**config.mk**
```make
export PLATFORM = sky130hd
export DESIGN_NAME = id_stage
export DESIGN_NICKNAME = d
export VERILOG_FILES = /design/src/rtl/id_stage.sv
export SDC_FILE = /design/constraint.sdc
export NUM_CORES = 2
export LEC_CHECK = 0
export ABC_AREA = 0
export CORE_ASPECT_RATIO = 1.25
export CORE_UTILIZATION = 55
export DETAILED_ROUTE_END_ITERATION = 10
export PLACE_DENSITY = 0.73
export SLEW_MARGIN = 0
export SYNTH_ARGS = -nofsm -noshare
export SYNTH_HDL_FRONTEND = slang
export SYNTH_SLANG_ARGS = --single-unit
export TNS_END_PERCENT = 50
```
**constraint.sdc**
```tcl
create_clock -name CLK -period 8.61 [get_ports CLK]
set_input_delay 1.722 -clock CLK [delete_from_list [all_inputs] [get_ports CLK]]
set_output_delay 1.722 -clock CLK [all_outputs]
set_load 0.02 [all_outputs]
```
**src/rtl/id_stage.sv**
```systemverilog
// Instruction decode stage: register file, control decode, load-use hazard
// detection, branch squash, and the ID/EX pipeline register.
module id_stage #(
    parameter int DATA_W = 32,
    parameter int NREG   = 32
) (
    input  logic              CLK,
    input  logic              RST,
    input  logic [31:0]       IF_ID_INSTR,
    input  logic [DATA_W-1:0] IF_ID_NPC,
    input  logic              BRANCH,
    input  logic              WB_REGWRITE,
    input  logic [4:0]        WB_WRITE_REG,
    input  logic [DATA_W-1:0] WB_WRITE_DATA,
    output logic              PC_WRITE,
    output logic              IFIDWrite,
    output logic [DATA_W-1:0] ID_EX_NPC,
    output logic [DATA_W-1:0] ID_EX_RS_DATA,
    output logic [DATA_W-1:0] ID_EX_RT_DATA,
    output logic [DATA_W-1:0] ID_EX_IMM,
    output logic [4:0]        ID_EX_RS,
    output logic [4:0]        ID_EX_RT,
    output logic [4:0]        ID_EX_RD,
    output logic              ID_EX_REGDST,
    output logic              ID_EX_ALUSRC,
    output logic              ID_EX_MEMREAD,
    output logic              ID_EX_MEMWRITE,
    output logic              ID_EX_MEMTOREG,
    output logic              ID_EX_REGWRITE,
    output logic              ID_EX_BRANCH,
    output logic [1:0]        ID_EX_ALUOP
);

    localparam logic [5:0] OP_RTYPE = 6'h00;
    localparam logic [5:0] OP_LW    = 6'h23;
    localparam logic [5:0] OP_SW    = 6'h2B;
    localparam logic [5:0] OP_BEQ   = 6'h04;
    localparam logic [5:0] OP_ADDI  = 6'h08;

    // Control vector: {RegDst, ALUSrc, MemRead, MemWrite, MemtoReg, RegWrite, Branch, ALUOp[1:0]}
    localparam logic [8:0] CTRL_RTYPE = 9'b1_0_0_0_0_1_0_10;
    localparam logic [8:0] CTRL_LW    = 9'b0_1_1_0_1_1_0_00;
    localparam logic [8:0] CTRL_SW    = 9'b0_1_0_1_0_0_0_00;
    localparam logic [8:0] CTRL_BEQ   = 9'b0_0_0_0_0_0_1_01;
    localparam logic [8:0] CTRL_ADDI  = 9'b0_1_0_0_0_1_0_00;
    localparam logic [8:0] CTRL_NONE  = 9'b0;

    function automatic logic signed [DATA_W-1:0] sign_ext16(input logic signed [15:0] v);
        return DATA_W'(v);
    endfunction

    logic [DATA_W-1:0] rf [NREG];
    logic              sq;
    logic [8:0]        ctrl_p1;

    logic [5:0]               opcode_p0;
    logic [4:0]               rs_p0, rt_p0, rd_p0;
    logic [8:0]               ctrl_p0;
    logic                     known_p0;
    logic                     rt_used_p0;
    logic                     stall_p0;
    logic                     bubble_p0;
    logic [DATA_W-1:0]        rs_data_p0, rt_data_p0;
    logic signed [DATA_W-1:0] imm_p0;

    assign opcode_p0 = IF_ID_INSTR[31:26];
    assign rs_p0     = IF_ID_INSTR[25:21];
    assign rt_p0     = IF_ID_INSTR[20:16];
    assign rd_p0     = IF_ID_INSTR[15:11];
    assign imm_p0    = sign_ext16(IF_ID_INSTR[15:0]);

    always_comb begin
        ctrl_p0  = CTRL_NONE;
        known_p0 = 1'b1;
        case (opcode_p0)
            OP_RTYPE: ctrl_p0 = CTRL_RTYPE;
            OP_LW:    ctrl_p0 = CTRL_LW;
            OP_SW:    ctrl_p0 = CTRL_SW;
            OP_BEQ:   ctrl_p0 = CTRL_BEQ;
            OP_ADDI:  ctrl_p0 = CTRL_ADDI;
            default:  known_p0 = 1'b0;
        endcase
    end

    // Only these opcodes read rt as a source; lw/addi use it as a destination.
    assign rt_used_p0 = (opcode_p0 == OP_RTYPE) || (opcode_p0 == OP_SW) || (opcode_p0 == OP_BEQ);

    assign stall_p0 = ID_EX_MEMREAD && (ID_EX_RT != 5'd0) &&
                      ((ID_EX_RT == rs_p0) || ((ID_EX_RT == rt_p0) && rt_used_p0));

    assign bubble_p0 = stall_p0 || BRANCH || sq || !known_p0;

    assign PC_WRITE  = !RST || BRANCH || !stall_p0;
    assign IFIDWrite = !RST || BRANCH || !stall_p0;

    // Write-first bypass so a same-cycle write-back is visible to decode.
    always_comb begin
        rs_data_p0 = rf[rs_p0];
        rt_data_p0 = rf[rt_p0];
        if (WB_REGWRITE && WB_WRITE_REG == rs_p0) rs_data_p0 = WB_WRITE_DATA;
        if (WB_REGWRITE && WB_WRITE_REG == rt_p0) rt_data_p0 = WB_WRITE_DATA;
        if (rs_p0 == 5'd0) rs_data_p0 = '0;
        if (rt_p0 == 5'd0) rt_data_p0 = '0;
    end

    always_ff @(posedge CLK) begin
        if (!RST) begin
            for (int i = 0; i < NREG; i++) rf[i] <= '0;
        end else if (WB_REGWRITE && WB_WRITE_REG != 5'd0) begin
            rf[WB_WRITE_REG] <= WB_WRITE_DATA;
        end
    end

    // ID -> EX boundary
    always_ff @(posedge CLK) begin
        if (!RST) begin
            sq            <= 1'b0;
            ctrl_p1       <= CTRL_NONE;
            ID_EX_NPC     <= '0;
            ID_EX_RS_DATA <= '0;
            ID_EX_RT_DATA <= '0;
            ID_EX_IMM     <= '0;
            ID_EX_RS      <= '0;
            ID_EX_RT      <= '0;
            ID_EX_RD      <= '0;
        end else begin
            sq            <= BRANCH;
            ctrl_p1       <= bubble_p0 ? CTRL_NONE : ctrl_p0;
            ID_EX_NPC     <= IF_ID_NPC;
            ID_EX_RS_DATA <= rs_data_p0;
            ID_EX_RT_DATA <= rt_data_p0;
            ID_EX_IMM     <= imm_p0;
            ID_EX_RS      <= rs_p0;
            ID_EX_RT      <= rt_p0;
            ID_EX_RD      <= rd_p0;
        end
    end

    assign {ID_EX_REGDST, ID_EX_ALUSRC, ID_EX_MEMREAD, ID_EX_MEMWRITE,
            ID_EX_MEMTOREG, ID_EX_REGWRITE, ID_EX_BRANCH, ID_EX_ALUOP} = ctrl_p1;

endmodule
```
==> impl_metrics.py <==
metrics = {
    "drt": {
        "vias_per_cell": 6.98,
        "wl_per_cell_microns": 35.5,
        "ant_nets": 0,
        "drt_iter0_drc": 5990,
        "first_pass_iters": 6,
        "remaining_drc_errors": 0,
        "wl_microns": 200000,
        "vias": 39300,
    },
    "power_and_ir_drop": {
        "vdd.ir_drop.worst_mv": 0.192,
        "leakage_uw": 0.0232,
        "power_uw": 13400,
        "pwr_density_cell_nw_per_um2": 203,
    },
    "clock_tree": {
        "clk_latency_ps": 710,
        "cts_buffers": 114,
        "htreeDepth": 3,
        "cts_tree": "yes",
        "path_clk_slew_ps": 60,
        "cts.sinks": 1153,
        "clock_path_buffers": 3,
        "cts_resized": 0,
        "clockRootBuffer": "clkbuf_16",
        "cts_setup_buffers": 0,
        "ctsHoldBuffers": 0,
    },
    "floorplan": {
        "die_y_microns": 367,
        "coreArea_sq_um": 105000,
        "dieWidth_microns": 294,
        "die_area_sq_um": 108000,
        "rows": 133,
        "start_util_pct": 55.6,
        "design.portCount": 259,
    },
    "synth": {
        "synth-seq-area-share_pct": 56.9,
        "yosysUniqueCellTypes": 54,
        "yosysTopAreaCellShare_pct": 52.5,
        "yosysMostFrequentCell": "and2_1",
        "yosys-top-cells-count": "and2_1 (1051), edfxtp_1 (1024), mux4_2 (383), clkbuf_1 (297), mux2i_1 (287)",
        "synth-seq-cells": 1153,
        "synth.cell_area_sq_um": 58600,
        "synth_edf_count": 1024,
        "synth_cells": 4052,
        "synth_warnings": 0,
        "async_reset_ff_share_pct": 0,
        "netlist_top_cells_area": "edfxtp_1 (52%), mux4_2 (15%), and2_1 (11%), mux2i_1 (4.9%), dfxtp_1 (4.4%)",
        "yosysTopAreaCell": "edfxtp_1",
        "synth_ff_type": "edfxtp_1",
        "avgSynthCellArea_sq_um": 14.5,
    },
    "setup_path": {
        "reg2reg_from": "rf[7][0]",
        "critPathLaunchType": "input port",
        "arrival_ps": 4130,
        "r2r-end": "ID_EX_RT_DATA[0]",
        "r2r_setup_slack_ps": 6000,
        "worstSetupPathType": "input port to output port",
        "reg2reg_depth": 4,
        "crit_path_end_kind": "output port",
        "required_ps": 6890,
        "crit_path_max_fanout": 7,
    },
    "layout": {
        "design_area_sq_um": 66300,
        "final_util_pct": 63.0,
        "syn2layout_area_growth_pct": 13.2,
        "layout.nets": 4229,
        "drive_above_1_share_pct": 19.1,
    },
    "sta": {
        "rsz0062_at_grt": "false",
        "fin_crit_sh_pct": 68.0,
        "worstMarginPinSlew_ps": 1430,
        "setup-violations-final": 0,
        "maxSlewHeadroom_pct": 3.89,
        "clock_skew_ps": 30.2,
        "final_max_slew_viol_count": 0,
        "hold_viol_final": 0,
        "period_needed_ps": 5860,
        "fmax_ghz": 0.171,
        "fin_setup_tns_ps": 0,
    },
    "grt": {
        "antenna_found_initial": 16,
        "grt.total_usage_pct": 36.9,
        "grt.overflow.total": 0,
        "grt_max_degree": 74,
        "grt_pass1_vias": 38700,
        "grt_pass1_wl_microns": 280000,
    },
    "hold_path": {
        "min-delay-start": "sq",
        "hold_depth": 3,
        "min_path_type": "flip-flop to flip-flop",
        "min_to": "ctrl_p1[1]",
    },
    "place": {
        "placed_cell_area_sq_um": 62500,
        "portBuffers": 258,
        "hpwl_microns": 112000,
        "gp_congestion": 0.902,
    },
    "run_status": {
        "outcome": "completed",
    },
    "job": {
        "drv_cap": 0,
    },
}
==> metrics by stage <==
step | hold slack [ps] | setup WS [ps] | cells
final | 707 | 2750 | 5638
after floorplan | 608 | 3330 | 4083
after global placement | 682 | 2800 | 5425
after global routing | 735 | 2600 | 5637
after CTS | 696 | 2740 | 5635
after detailed placement | 683 | 2750 | 5425
==> area by class of cell <==
| type | count | area (sq um) |
|---|---|---|
| Tap cell | 1417 | 1770 |
| Clock buffer | 165 | 3390 |
| Inverter | 4 | 15.0 |
| Timing Repair Buffer | 380 | 3530 |
| Sequential cell | 1153 | 33300 |
| Fill cell | 7643 | 39000 |
| Antenna cell | 3 | 7.51 |
| Clock inverter | 45 | 483 |
| Multi-Input combinational cell | 2471 | 23800 |
==> critical path, cell delays in order <==
cell and delay, ps:
clkdlybuf4s50_1 610, and4b_1 260, nand2_1 90, a2111oi_0 410, o221a_2 340, nand3b_1 120, clkdlybuf4s50_1 580
==> metal layers <==
metal	track usage, %	vias to the layer above	part of all wire [%]
li1	-	15600	-
met1	45.5	19600	33
met2	56.9	3337	46
met3	6.76	773	12
met4	30.6	4	9.9
met5	0	-	0.014
==> where the power goes <==
group / switching (uW) / total, uW / internal (uW)
Clock: 2170 / 5190 / 3020
Combinational: 978 / 1650 / 674
Sequential: 201 / 6610 / 6410
Total: 3350 / 13400 / 10100
==> cell usage in the layout (no fill, tap or decap), types with 5 or more instances in the layout <==
cell type,instances
and2_1,1050
edfxtp_1,1024
mux4_2,383
mux2i_1,287
clkdlybuf4s50_1,248
dfxtp_1,129
clkbuf_16,122
buf_4,122
a211oi_1,92
a221oi_1,64
a22oi_1,63
nand2_1,61
a221o_1,52
nor2_1,36
o21ai_4,32
o22ai_1,32
conb_1,32
nor2_2,31
mux2_2,31
a32o_1,31
nor2b_1,31
o221ai_1,29
o21ai_1,25
clkbuf_1,25
clkinv_2,21
xnor2_1,17
clkbuf_8,17
a21oi_1,10
bufinv_16,10
clkinv_1,9
o21ai_0,9
nand3b_1,8
nor3_1,7
nand3_1,6
nand4_1,5
==> logic make-up (layout without fill, tap and decap cells) <==
group	Yosys count	count (layout)	share of synthesized area (%)
AND/OR/NAND/NOR	1261	1261	13.0
AO/OA/AOI/OAI	456	456	6.02
XOR/XNOR	20	20	0.299
multiplexers	702	702	20.3
buffers and inverters	459	594	3.60
flip-flops	1153	1153	56.9
other	1	35	0.00640
==> state kept, by name (all words and copies together) (netlist names), 5 cells and up <==
register / cells
ctrl_p1: 6
ID_EX_IMM: 16
ID_EX_RS_DATA: 32
ID_EX_RS: 5
ID_EX_RT_DATA: 32
ID_EX_RT: 5
ID_EX_NPC: 32
rf: 1024
==> worst max path at each step <==
stage                         start   endpoint
floorplan           WB_WRITE_REG[2]  rf[28][0]
global placement    IF_ID_INSTR[27]  IFIDWrite
detailed placement  IF_ID_INSTR[27]   PC_WRITE
CTS                 IF_ID_INSTR[27]   PC_WRITE
global route        IF_ID_INSTR[27]   PC_WRITE
finish              IF_ID_INSTR[27]   PC_WRITE
(Power assumes the default switching activity.)
